[config.mk]
export PLATFORM = sky130hd
export DESIGN_NAME = ex_muldiv
export DESIGN_NICKNAME = d
export VERILOG_FILES = /design/src/rtl/muldiv_pkg.sv /design/src/rtl/ex_muldiv_div_core.sv /design/src/rtl/ex_muldiv.sv
export SDC_FILE = /design/constraint.sdc
export NUM_CORES = 2
export LEC_CHECK = 0
export ABC_AREA = 0
export BUFFER_PORTS_ARGS = -buffer_cell sky130_fd_sc_hd__buf_4
export CAP_MARGIN = 20
export CORE_ASPECT_RATIO = 0.7
export CORE_MARGIN = 1
export CORE_UTILIZATION = 62
export DETAILED_ROUTE_END_ITERATION = 12
export PLACE_DENSITY = 0.79
export RECOVER_POWER = 50
export REMOVE_ABC_BUFFERS = 1
export SLEW_MARGIN = 10
export SYNTH_ARGS = -nofsm -noshare
export SYNTH_HDL_FRONTEND = slang
export SYNTH_SLANG_ARGS = --single-unit
export TNS_END_PERCENT = 50
[constraint.sdc]
create_clock -name clk -period 12.6 [get_ports clk]
set_input_delay 0.63 -clock clk [delete_from_list [all_inputs] [get_ports clk]]
set_output_delay 0.63 -clock clk [all_outputs]
set_load 0.02 [all_outputs]
[src/rtl/muldiv_pkg.sv]
// Shared types and constants for the EX-stage HI/LO unit.
//   md_op_t    : operation codes presented on ex_muldiv.op
//   md_state_t : control FSM states
//   md_acc_t   : how the multiplier result is merged into {hi,lo}
//   DIV_CYCLES : iterations of the radix-2 divider
package muldiv_pkg;

    typedef enum logic [3:0] {
        OpNone  = 4'd0,
        OpMult  = 4'd1,
        OpMultu = 4'd2,
        OpDiv   = 4'd3,
        OpDivu  = 4'd4,
        OpMthi  = 4'd5,
        OpMtlo  = 4'd6,
        OpMadd  = 4'd7,
        OpMaddu = 4'd8,
        OpMsub  = 4'd9,
        OpMsubu = 4'd10
    } md_op_t;

    typedef enum logic [1:0] {
        StIdle = 2'd0,
        StMul  = 2'd1,
        StDiv  = 2'd2,
        StDone = 2'd3
    } md_state_t;

    typedef enum logic [1:0] {
        AccNone = 2'd0,
        AccAdd  = 2'd1,
        AccSub  = 2'd2
    } md_acc_t;

    localparam int unsigned DIV_CYCLES = 32;

endpackage

[src/rtl/ex_muldiv_div_core.sv]
// Unsigned radix-2 restoring divider, one quotient bit per cycle.
//   clk, rst           : clock, asynchronous active-high reset
//   start              : load dividend/divisor and begin (ignored when abort is set)
//   abort              : drop the operation in flight
//   dividend, divisor  : unsigned operands, sampled on start
//   busy               : iteration in progress
//   quotient/remainder : values after the step performed this cycle; on the
//                        final step (busy, WIDTH-th cycle) they are the result
module div_core #(
    parameter int unsigned WIDTH = 32
) (
    input  logic             clk,
    input  logic             rst,
    input  logic             start,
    input  logic             abort,
    input  logic [WIDTH-1:0] dividend,
    input  logic [WIDTH-1:0] divisor,
    output logic             busy,
    output logic [WIDTH-1:0] quotient,
    output logic [WIDTH-1:0] remainder
);

    localparam int unsigned CntW = $clog2(WIDTH);

    logic             busy_q, busy_d;
    logic [CntW-1:0]  cnt_q, cnt_d;
    logic [WIDTH-1:0] quo_q, quo_d;
    logic [WIDTH-1:0] rem_q, rem_d;
    logic [WIDTH-1:0] dvs_q, dvs_d;

    logic [WIDTH:0]   trial;
    logic [WIDTH-1:0] quo_step;
    logic [WIDTH-1:0] rem_step;

    // quo_q doubles as the dividend shift register: its MSB is the next bit
    // brought down into the partial remainder.
    always_comb begin
        trial = {rem_q, quo_q[WIDTH-1]} - {1'b0, dvs_q};
        if (!trial[WIDTH]) begin
            rem_step = trial[WIDTH-1:0];
            quo_step = {quo_q[WIDTH-2:0], 1'b1};
        end else begin
            rem_step = {rem_q[WIDTH-2:0], quo_q[WIDTH-1]};
            quo_step = {quo_q[WIDTH-2:0], 1'b0};
        end
    end

    always_comb begin
        busy_d = busy_q;
        cnt_d  = cnt_q;
        quo_d  = quo_q;
        rem_d  = rem_q;
        dvs_d  = dvs_q;
        if (abort) begin
            busy_d = 1'b0;
        end else if (start) begin
            busy_d = 1'b1;
            cnt_d  = '0;
            quo_d  = dividend;
            rem_d  = '0;
            dvs_d  = divisor;
        end else if (busy_q) begin
            quo_d = quo_step;
            rem_d = rem_step;
            cnt_d = cnt_q + 1'b1;
            if (cnt_q == CntW'(WIDTH - 1)) begin
                busy_d = 1'b0;
            end
        end
    end

    always_ff @(posedge clk or posedge rst) begin
        if (rst) begin
            busy_q <= 1'b0;
            cnt_q  <= '0;
            quo_q  <= '0;
            rem_q  <= '0;
            dvs_q  <= '0;
        end else begin
            busy_q <= busy_d;
            cnt_q  <= cnt_d;
            quo_q  <= quo_d;
            rem_q  <= rem_d;
            dvs_q  <= dvs_d;
        end
    end

    assign busy      = busy_q;
    assign quotient  = quo_step;
    assign remainder = rem_step;

endmodule

[src/rtl/ex_muldiv.sv]
// EX-stage HI/LO unit: MULT/MULTU/DIV/DIVU/MTHI/MTLO, owns HI and LO.
// Optional MADD/MADDU/MSUB/MSUBU when MULDIV_MADD_EN is defined; otherwise
// those codes behave as OpNone.
//   clk, rst           : clock, asynchronous active-high reset
//   start, op          : valid HI/LO-class instruction in EX and its md_op_t code
//   source_a, source_b : forwarded rs/rt operands
//   flush              : abort in-flight operation, suppress any HI/LO write
//   stall              : combinational pipeline freeze (IF..EX)
//   done               : registered one-cycle pulse when a mul/div completes
//   hi, lo             : architectural HI/LO registers
module ex_muldiv
    import muldiv_pkg::*;
#(
    parameter int unsigned DATA_W  = 32,
    parameter int unsigned MUL_LAT = 1
) (
    input  logic              clk,
    input  logic              rst,
    input  logic              start,
    input  logic [3:0]        op,
    input  logic [DATA_W-1:0] source_a,
    input  logic [DATA_W-1:0] source_b,
    input  logic              flush,
    output logic              stall,
    output logic              done,
    output logic [DATA_W-1:0] hi,
    output logic [DATA_W-1:0] lo
);

    localparam int unsigned CntW = $clog2(DIV_CYCLES);

    md_state_t           state_q, state_d;
    logic [DATA_W-1:0]   hi_q, hi_d;
    logic [DATA_W-1:0]   lo_q, lo_d;
    logic                done_q, done_d;
    logic [DATA_W-1:0]   op_a_q, op_a_d;
    logic [DATA_W-1:0]   op_b_q, op_b_d;
    logic                mul_signed_q, mul_signed_d;
    md_acc_t             acc_q, acc_d;
    logic                mul_cnt_q, mul_cnt_d;
    logic [2*DATA_W-1:0] prod_q, prod_d;
    logic [CntW-1:0]     cnt_q, cnt_d;
    logic                neg_quo_q, neg_quo_d;
    logic                neg_rem_q, neg_rem_d;
    logic                stall_c;

    // Operation decode
    logic is_mul_plain, is_madd, is_div, div_signed;
    assign is_mul_plain = (op == OpMult) || (op == OpMultu);
    assign is_div       = (op == OpDiv) || (op == OpDivu);
    assign div_signed   = (op == OpDiv);
`ifdef MULDIV_MADD_EN
    assign is_madd = (op == OpMadd) || (op == OpMaddu) || (op == OpMsub) || (op == OpMsubu);
`else
    assign is_madd = 1'b0;
`endif

    // Multiplier: 2W x 2W keeps the low 2W bits, which is the correct
    // two's-complement product when the operands are sign-extended.
    logic [2*DATA_W-1:0] a_ext, b_ext, prod_c, prod_sel, hilo, mul_result;
    always_comb begin
        a_ext = mul_signed_q ? {{DATA_W{op_a_q[DATA_W-1]}}, op_a_q} : {{DATA_W{1'b0}}, op_a_q};
        b_ext = mul_signed_q ? {{DATA_W{op_b_q[DATA_W-1]}}, op_b_q} : {{DATA_W{1'b0}}, op_b_q};
        prod_c   = a_ext * b_ext;
        prod_sel = (MUL_LAT == 2) ? prod_q : prod_c;
        hilo     = {hi_q, lo_q};
        unique case (acc_q)
            AccAdd:  mul_result = hilo + prod_sel;
            AccSub:  mul_result = hilo - prod_sel;
            default: mul_result = prod_sel;
        endcase
    end

    // Divider: core sees magnitudes; signs are restored on write-back.
    logic              div_start, div_busy;
    logic [DATA_W-1:0] div_a, div_b, div_quo, div_rem;
    always_comb begin
        div_a = (div_signed && source_a[DATA_W-1]) ? -source_a : source_a;
        div_b = (div_signed && source_b[DATA_W-1]) ? -source_b : source_b;
    end

    div_core #(
        .WIDTH (DATA_W)
    ) u_div_core (
        .clk       (clk),
        .rst       (rst),
        .start     (div_start),
        .abort     (flush),
        .dividend  (div_a),
        .divisor   (div_b),
        .busy      (div_busy),
        .quotient  (div_quo),
        .remainder (div_rem)
    );

    always_comb begin
        state_d      = state_q;
        hi_d         = hi_q;
        lo_d         = lo_q;
        op_a_d       = op_a_q;
        op_b_d       = op_b_q;
        mul_signed_d = mul_signed_q;
        acc_d        = acc_q;
        mul_cnt_d    = mul_cnt_q;
        prod_d       = prod_q;
        cnt_d        = cnt_q;
        neg_quo_d    = neg_quo_q;
        neg_rem_d    = neg_rem_q;
        stall_c      = 1'b0;
        div_start    = 1'b0;

        unique case (state_q)
            StIdle: begin
                if (start) begin
                    if (op == OpMthi) begin
                        hi_d = source_a;
                    end else if (op == OpMtlo) begin
                        lo_d = source_a;
                    end else if (is_mul_plain || is_madd) begin
                        stall_c      = 1'b1;
                        op_a_d       = source_a;
                        op_b_d       = source_b;
                        mul_signed_d = (op == OpMult) || (op == OpMadd) || (op == OpMsub);
                        acc_d        = AccNone;
                        if (is_madd) begin
                            acc_d = ((op == OpMadd) || (op == OpMaddu)) ? AccAdd : AccSub;
                        end
                        mul_cnt_d = 1'b0;
                        state_d   = StMul;
                    end else if (is_div) begin
                        stall_c = 1'b1;
                        if (source_b == '0) begin
                            // Divide by zero: complete without touching HI/LO.
                            state_d = StDone;
                        end else begin
                            div_start = 1'b1;
                            neg_quo_d = div_signed && (source_a[DATA_W-1] ^ source_b[DATA_W-1]);
                            neg_rem_d = div_signed && source_a[DATA_W-1];
                            cnt_d     = '0;
                            state_d   = StDiv;
                        end
                    end
                end
            end
            StMul: begin
                stall_c = 1'b1;
                prod_d  = prod_c;
                if (mul_cnt_q == 1'(MUL_LAT - 1)) begin
                    {hi_d, lo_d} = mul_result;
                    state_d      = StDone;
                end else begin
                    mul_cnt_d = 1'b1;
                end
            end
            StDiv: begin
                stall_c = 1'b1;
                cnt_d   = cnt_q + 1'b1;
                if ((cnt_q == CntW'(DIV_CYCLES - 1)) && div_busy) begin
                    lo_d    = neg_quo_q ? -div_quo : div_quo;
                    hi_d    = neg_rem_q ? -div_rem : div_rem;
                    state_d = StDone;
                end
            end
            StDone: begin
                state_d = StIdle;
            end
            default: begin
                state_d = StIdle;
            end
        endcase

        // Flush wins over everything, including a completion on this edge.
        if (flush) begin
            state_d   = StIdle;
            hi_d      = hi_q;
            lo_d      = lo_q;
            stall_c   = 1'b0;
            div_start = 1'b0;
        end
        if (rst) begin
            stall_c = 1'b0;
        end
    end

    assign done_d = (state_d == StDone);

    always_ff @(posedge clk or posedge rst) begin
        if (rst) begin
            state_q      <= StIdle;
            hi_q         <= '0;
            lo_q         <= '0;
            done_q       <= 1'b0;
            op_a_q       <= '0;
            op_b_q       <= '0;
            mul_signed_q <= 1'b0;
            acc_q        <= AccNone;
            mul_cnt_q    <= 1'b0;
            prod_q       <= '0;
            cnt_q        <= '0;
            neg_quo_q    <= 1'b0;
            neg_rem_q    <= 1'b0;
        end else begin
            state_q      <= state_d;
            hi_q         <= hi_d;
            lo_q         <= lo_d;
            done_q       <= done_d;
            op_a_q       <= op_a_d;
            op_b_q       <= op_b_d;
            mul_signed_q <= mul_signed_d;
            acc_q        <= acc_d;
            mul_cnt_q    <= mul_cnt_d;
            prod_q       <= prod_d;
            cnt_q        <= cnt_d;
            neg_quo_q    <= neg_quo_d;
            neg_rem_q    <= neg_rem_d;
        end
    end

    assign stall = stall_c;
    assign done  = done_q;
    assign hi    = hi_q;
    assign lo    = lo_q;

endmodule

## After elaboration in Yosys (flattened, before gate mapping)

Cells that the tools add are included.
W data, S select, Z words.

| operators by class | value |
|---|---|
| bitwise operators | 6 |
| mux-type cells | 68 |
| equal/unequal tests | 25 |
| add/subtract/negate cells | 7 |
| reduce and logical (&&, ||, !) cells | 23 |
| multiply operators | 1 |

Operators by type and width:

| kind | number |
|---|---|
| $mux W32 | 18 |
| $pmux W32 S3 | 2 |
| $mux W64 | 2 |
| $neg A32 Y32 | 4 |
| $mul A64 B64 Y64 | 1 |
| $mux W5 | 8 |
| $sub A33 B32 Y33 | 1 |
| $logic_not A32 Y1 | 1 |
| $mux W1 | 26 |
| $ne A2 B2 Y1 const B | 11 |
| $reduce_and A7 Y1 | 3 |
| $eq A4 B3 Y1 const B | 4 |
| $mux W2 | 8 |
| $add A5 B1 Y5 const B | 2 |
| $eq A5 B5 Y1 const B | 2 |
| $pmux W5 S2 | 1 |
| $reduce_and A5 Y1 | 2 |
| $eq A4 B2 Y1 const B | 2 |
| $pmux W2 S4 | 1 |
| $eq A2 B2 Y1 const B | 3 |
| $reduce_and A6 Y1 | 1 |
| $reduce_bool A2 Y1 | 3 |
| $not A1 Y1 | 5 |
| $eq A4 B1 Y1 const B | 1 |
| 10 further kinds | 18 |

| storage, ports and cells | value |
|---|---|
| input bits | 72 |
| bits in registers | 242 |
| output and inout bits | 66 |
| logic and storage cells | 146 |

## Longest topological paths before layout

| depth | value |
|---|---|
| word-level depth | 11 |
| gate-level depth with buffers | 36 |
| gate-level depth less buffers | 34 |

## Cells and area by module

A second synthesis with hierarchy kept.

| unflattened totals | value |
|---|---|
| cell total of the unflattened synthesis | 6976 |
| area total of the unflattened synthesis | 63649.8 um^2 |

Modules (own cells, without submodules):

| module | area each (um^2) | instances | seq. area each (um^2) | cells each |
|---|---|---|---|---|
| ex_muldiv | 57041.0 | 1 | 3478.3 | 6248 |
| div_core | 6608.8 | 1 | 2552.4 | 728 |

## Least setup slack after synthesis

No wires, ideal clock.

| path | value |
|---|---|
| path type | register to register |
| start point | register op_a_q[31] |
| end point | register hi_q[31] (netlist: hi[31]) |
| cell stages (with the launch flop) | 34 |
| period minus slack after synthesis | 10041 ps |
| setup time | 82 ps |
| arrival | 9959 ps |
| buffers on the path | 3 |
| setup slack | 2559 ps |
| data required time | 12518 ps |
| cell sequence | dfrtp_1 and2_1 clkbuf_1 clkbuf_1 nand2_1 fa_1 inv_1 fa_1 fa_1 inv_1 fa_1 inv_1 fa_1 fa_1 fa_1 fa_1 fa_1 inv_1 fa_1 inv_1 ha_1 buf_2 a21o_1 a21o_1 a2111oi_0 o211a_1 nor3_1 or4_1 a211o_1 a31o_2 a311oi_2 xnor2_1 a21oi_1 a31oi_1 |

| on the way | value |
|---|---|
| longest elaborated chain between the ends | 4 |

RTL lines:

| element | line | source |
|---|---|---|
| start, declared | ex_muldiv.sv:36 | `logic [DATA_W-1:0] op_a_q, op_a_d;` |
| start signal, assigned | ex_muldiv.sv:207 | `op_a_q <= op_a_d;` |
| $mux W64 | ex_muldiv.sv:62 | `a_ext = mul_signed_q ? {{DATA_W{op_a_q[DATA_W-1]}}, op_a_q} : {{DATA_W{1'b0}}, op_a_q};` |
| $mul A64 B64 Y64 | ex_muldiv.sv:64 | `prod_c = a_ext * b_ext;` |
| $mux W32 | ex_muldiv.sv:148 | `if (mul_cnt_q == 1'(MUL_LAT - 1)) begin` |
| $pmux W32 S3 | ex_muldiv.sv:112 | `unique case (state_q)` |
| end signal, assigned | ex_muldiv.sv:204 | `hi_q <= hi_d;` |
| end, declared | ex_muldiv.sv:33 | `logic [DATA_W-1:0] hi_q, hi_d;` |

Every way passes these cells. The select of a mux whose other input is x is not followed.
A chain may end at the register's enable or synchronous reset.

## Worst setup path after layout

| path | value |
|---|---|
| start point | register mul_signed_q |
| end point | register hi_q[31] (netlist: hi[31]) |

| on the way | value |
|---|---|
| longest elaborated chain between the ends | 4 |
| elaborated cells on any way between the ends | 5 |
| classes of those cells | mul: 1; mux: 4 |

RTL lines:

| element | line | source |
|---|---|---|
| start, declared | ex_muldiv.sv:38 | `logic mul_signed_q, mul_signed_d;` |
| start signal, assigned | ex_muldiv.sv:209 | `mul_signed_q <= mul_signed_d;` |
| $mux W64, on equally long branches | ex_muldiv.sv:62, ex_muldiv.sv:63 |  |
| $mul A64 B64 Y64 * | ex_muldiv.sv:64 |  |
| $mux W32 * | ex_muldiv.sv:148 |  |
| $pmux W32 S3 * | ex_muldiv.sv:112 |  |

Mark *: on every way between the ends. The rest lies on a longest branch, timed or not. The select of a mux whose other input is x is not followed.

==> out/metrics.yaml <==
hold_class: "in -> reg"
ant_nets: 0
drive_above_1_share: 0.03791
reg2reg_depth: 33
numCtsBuffers: 27
slowest_delay_ns: 0.96
cts.sinks: 241
synthFlopType: "dfrtp_1"
cpMostUsedCell: "fa_1"
globalRouteTotalUtil: 0.3761
synth_top_cell_by_area: "fa_1"
synth_area_mm2: 0.06342
start_util: 0.6296
tightest_slew_ns: 6.216
ff2ff_setup_slack_ns: 0.91
violations: "capacitance limit, slew limit"
synth-edff-count: 0
finalSetupTns_ns: 0
synth_commonest_cells: "inv_1 (1592), fa_1 (1420), nand2_1 (942)"
cts.repair.resized: 0
grt_pass1_wl_um: 297800
yosysMostFrequentCell: "inv_1"
fin_util: 0.6567
syn_avg_cell_area_um2: 9.108
status: "finished, violations left"
area_growth_pct: 4.299
cp.required_ns: 13.08
hold_viol_final: 0
pin_count: 138
setup_violations: 0
die_h_um: 269.6
ys_ff_latch: 241
dr.pass1.iters: 9
path_clk_slew_ns: 0.07
synth.distinct_cells: 94
wirelength_um: 187500
worstPathArrival_ns: 12.17
cts_root_buffer: "clkbuf_16"
min_period_ns: 11.69
grt_max_degree: 122
period_share: 0.9276
ys_warn_count: 0
synthTopCellsByArea: "fa_1 (45%), dfrtp_1 (9.5%), inv_1 (9.4%)"
vias: 48606
drtIter0Drc: 4905
die_w_um: 384.3
worst_slack_ns: 0.9123
path_max_fanout: 24
cts_setup_buffers: 0
netlist_instances: 6963
async_reset_ff_frac: 1.000
overflow: 0
drt-vias-per-instance: 5.907
holdPathStages: 3
yosysSeqAreaShare: 0.09509
critPathKind: "reg -> reg"
gp_congestion: 1.040
crit_slowest_cell: "fa_1"
clock_path_buffers: 3
ctsHoldBuffers: 0
end_kind: "flop"
synth_top_area_share: 0.4482
timing.rr.end: "hi[31]"
layout.nets: 8708
wire_per_inst_um: 22.79
place_hpwl_um: 152700
grt_pass1_vias: 51501
drv_cap: 3
min_from: "source_a[12]"
coreArea_mm2: 0.1007
start_kind: "flop"
r2r_start: "mul_signed_q"
pre_cts_ws_ns: 1.186
clk_latency_ns: 0.59
drc: 0
max_slew_margin: -3.167
holdPathEnd: "op_a_q[12]"
antenna_found_initial: 11
report.final.slew_viol_count: 247
tritoncts: "built"
htreeDepth: 1
rsz0062_at_grt: "no"
die_area_mm2: 0.1036
port_buffers: 137
max_clock_freq_mhz: 85.56
placementRows: 97
skew_ns: 0.03405
==> area by class of cell <==
type / instances / area (um^2)
multi-input combinational: 4774 / 50060
fill: 8119 / 34590
sequential: 241 / 6038
inverter: 1596 / 5992
tap: 1336 / 1672
timing repair buffer: 224 / 1434
clock buffer: 39 / 790.8
clock inverter: 11 / 143.9
antenna: 7 / 17.52
==> stage by stage <==
step	hold WS (ns)	std cells	cell area [um^2]
2_1_floorplan	0.4722	6611	62060
3_3_place_gp	0.4597	8170	65440
3_5_place_dp	0.4643	8170	65440
4_1_cts	0.2897	8220	66380
5_1_grt	0.3064	8221	66130
6_report	0.2927	8228	66150
==> logic make-up (layout without fill, tap and decap cells) <==
group | after synthesis | count (layout) | synth area share
buffers and inverters | 1948 | 1870 | 0.1160
AOI/OAI and AO/OA | 749 | 749 | 0.07972
adders and majority gates | 1776 | 1776 | 0.5183
other | 0 | 7 | 0
DFF | 241 | 241 | 0.09509
xor gates and xnor gates | 258 | 258 | 0.03563
muxes | 40 | 40 | 0.006569
and+or+nand+nor | 1951 | 1951 | 0.1487
==> critical path: cells and delay by family (launching register included) <==
| family | cells | cell delay [ns] |
|---|---|---|
| adders and majority gates | 11 | 6.17 |
| AOI/OAI and AO/OA | 9 | 2.36 |
| and+or+nand+nor | 4 | 1.11 |
| buffers and inverters | 8 | 1.10 |
| DFF | 1 | 0.68 |
| xor gates and xnor gates | 1 | 0.16 |
==> sequential cells by signal, summed over array words and instances, names as in the netlist, 2 cells and up <==
register	flops
state_q	2
hi	32
u_div_core.rem_q	32
cnt_q	5
op_b_q	32
u_div_core.dvs_q	32
lo	32
u_div_core.cnt_q	5
op_a_q	32
u_div_core.quo_q	32
==> how the worst max path moves through the flow <==
| stage | start | end | slack [ns] | depth (start not counted) |
|---|---|---|---|---|
| after CTS | mul_signed_q | hi[31] | 1.11 | 33 |
| after global placement | mul_signed_q | hi[31] | 1.42 | 33 |
| final | mul_signed_q | hi[31] | 0.91 | 33 |
| after floorplan | op_a_q[31] | hi[31] | 2.07 | 30 |
| after detailed placement | mul_signed_q | hi[31] | 1.19 | 33 |
| after global routing | mul_signed_q | hi[31] | 0.60 | 33 |
==> per-layer routing <==
metal / global-route usage / part of all wire / routed length (um)
met5: 0 / 0.00037 / 69
met2: 0.5472 / 0.43 / 80760
met3: 0.1102 / 0.13 / 23780
met4: 0.1434 / 0.045 / 8419
met1: 0.5333 / 0.40 / 74500
==> cell usage in the layout, fill, tap and decap left out, types with 9 or more instances in the layout <==
cell type	count
a2111oi_0	11
a211o_1	9
a211oi_1	25
a21o_1	51
a21oi_1	126
a221oi_1	47
a22oi_1	22
a31oi_1	23
and2_1	592
and3_1	33
buf_4	155
clkbuf_1	73
clkbuf_16	27
dfrtp_1	235
fa_1	1420
ha_1	350
inv_1	1591
mux2i_1	36
nand2_1	940
nand2b_1	30
nand3_1	32
nand4_1	18
nor2_1	164
nor2b_1	15
nor3_1	44
nor3b_1	9
nor4_1	21
o211ai_1	11
o21a_1	18
o21ai_0	206
o21ai_1	9
o21bai_1	13
o31ai_1	75
o41ai_1	16
or3_1	15
or4_1	11
xnor2_1	172
xor2_1	86
Power is not shown: default switching activity piles up to over one toggle a cycle in this logic, so the estimate is an artifact.
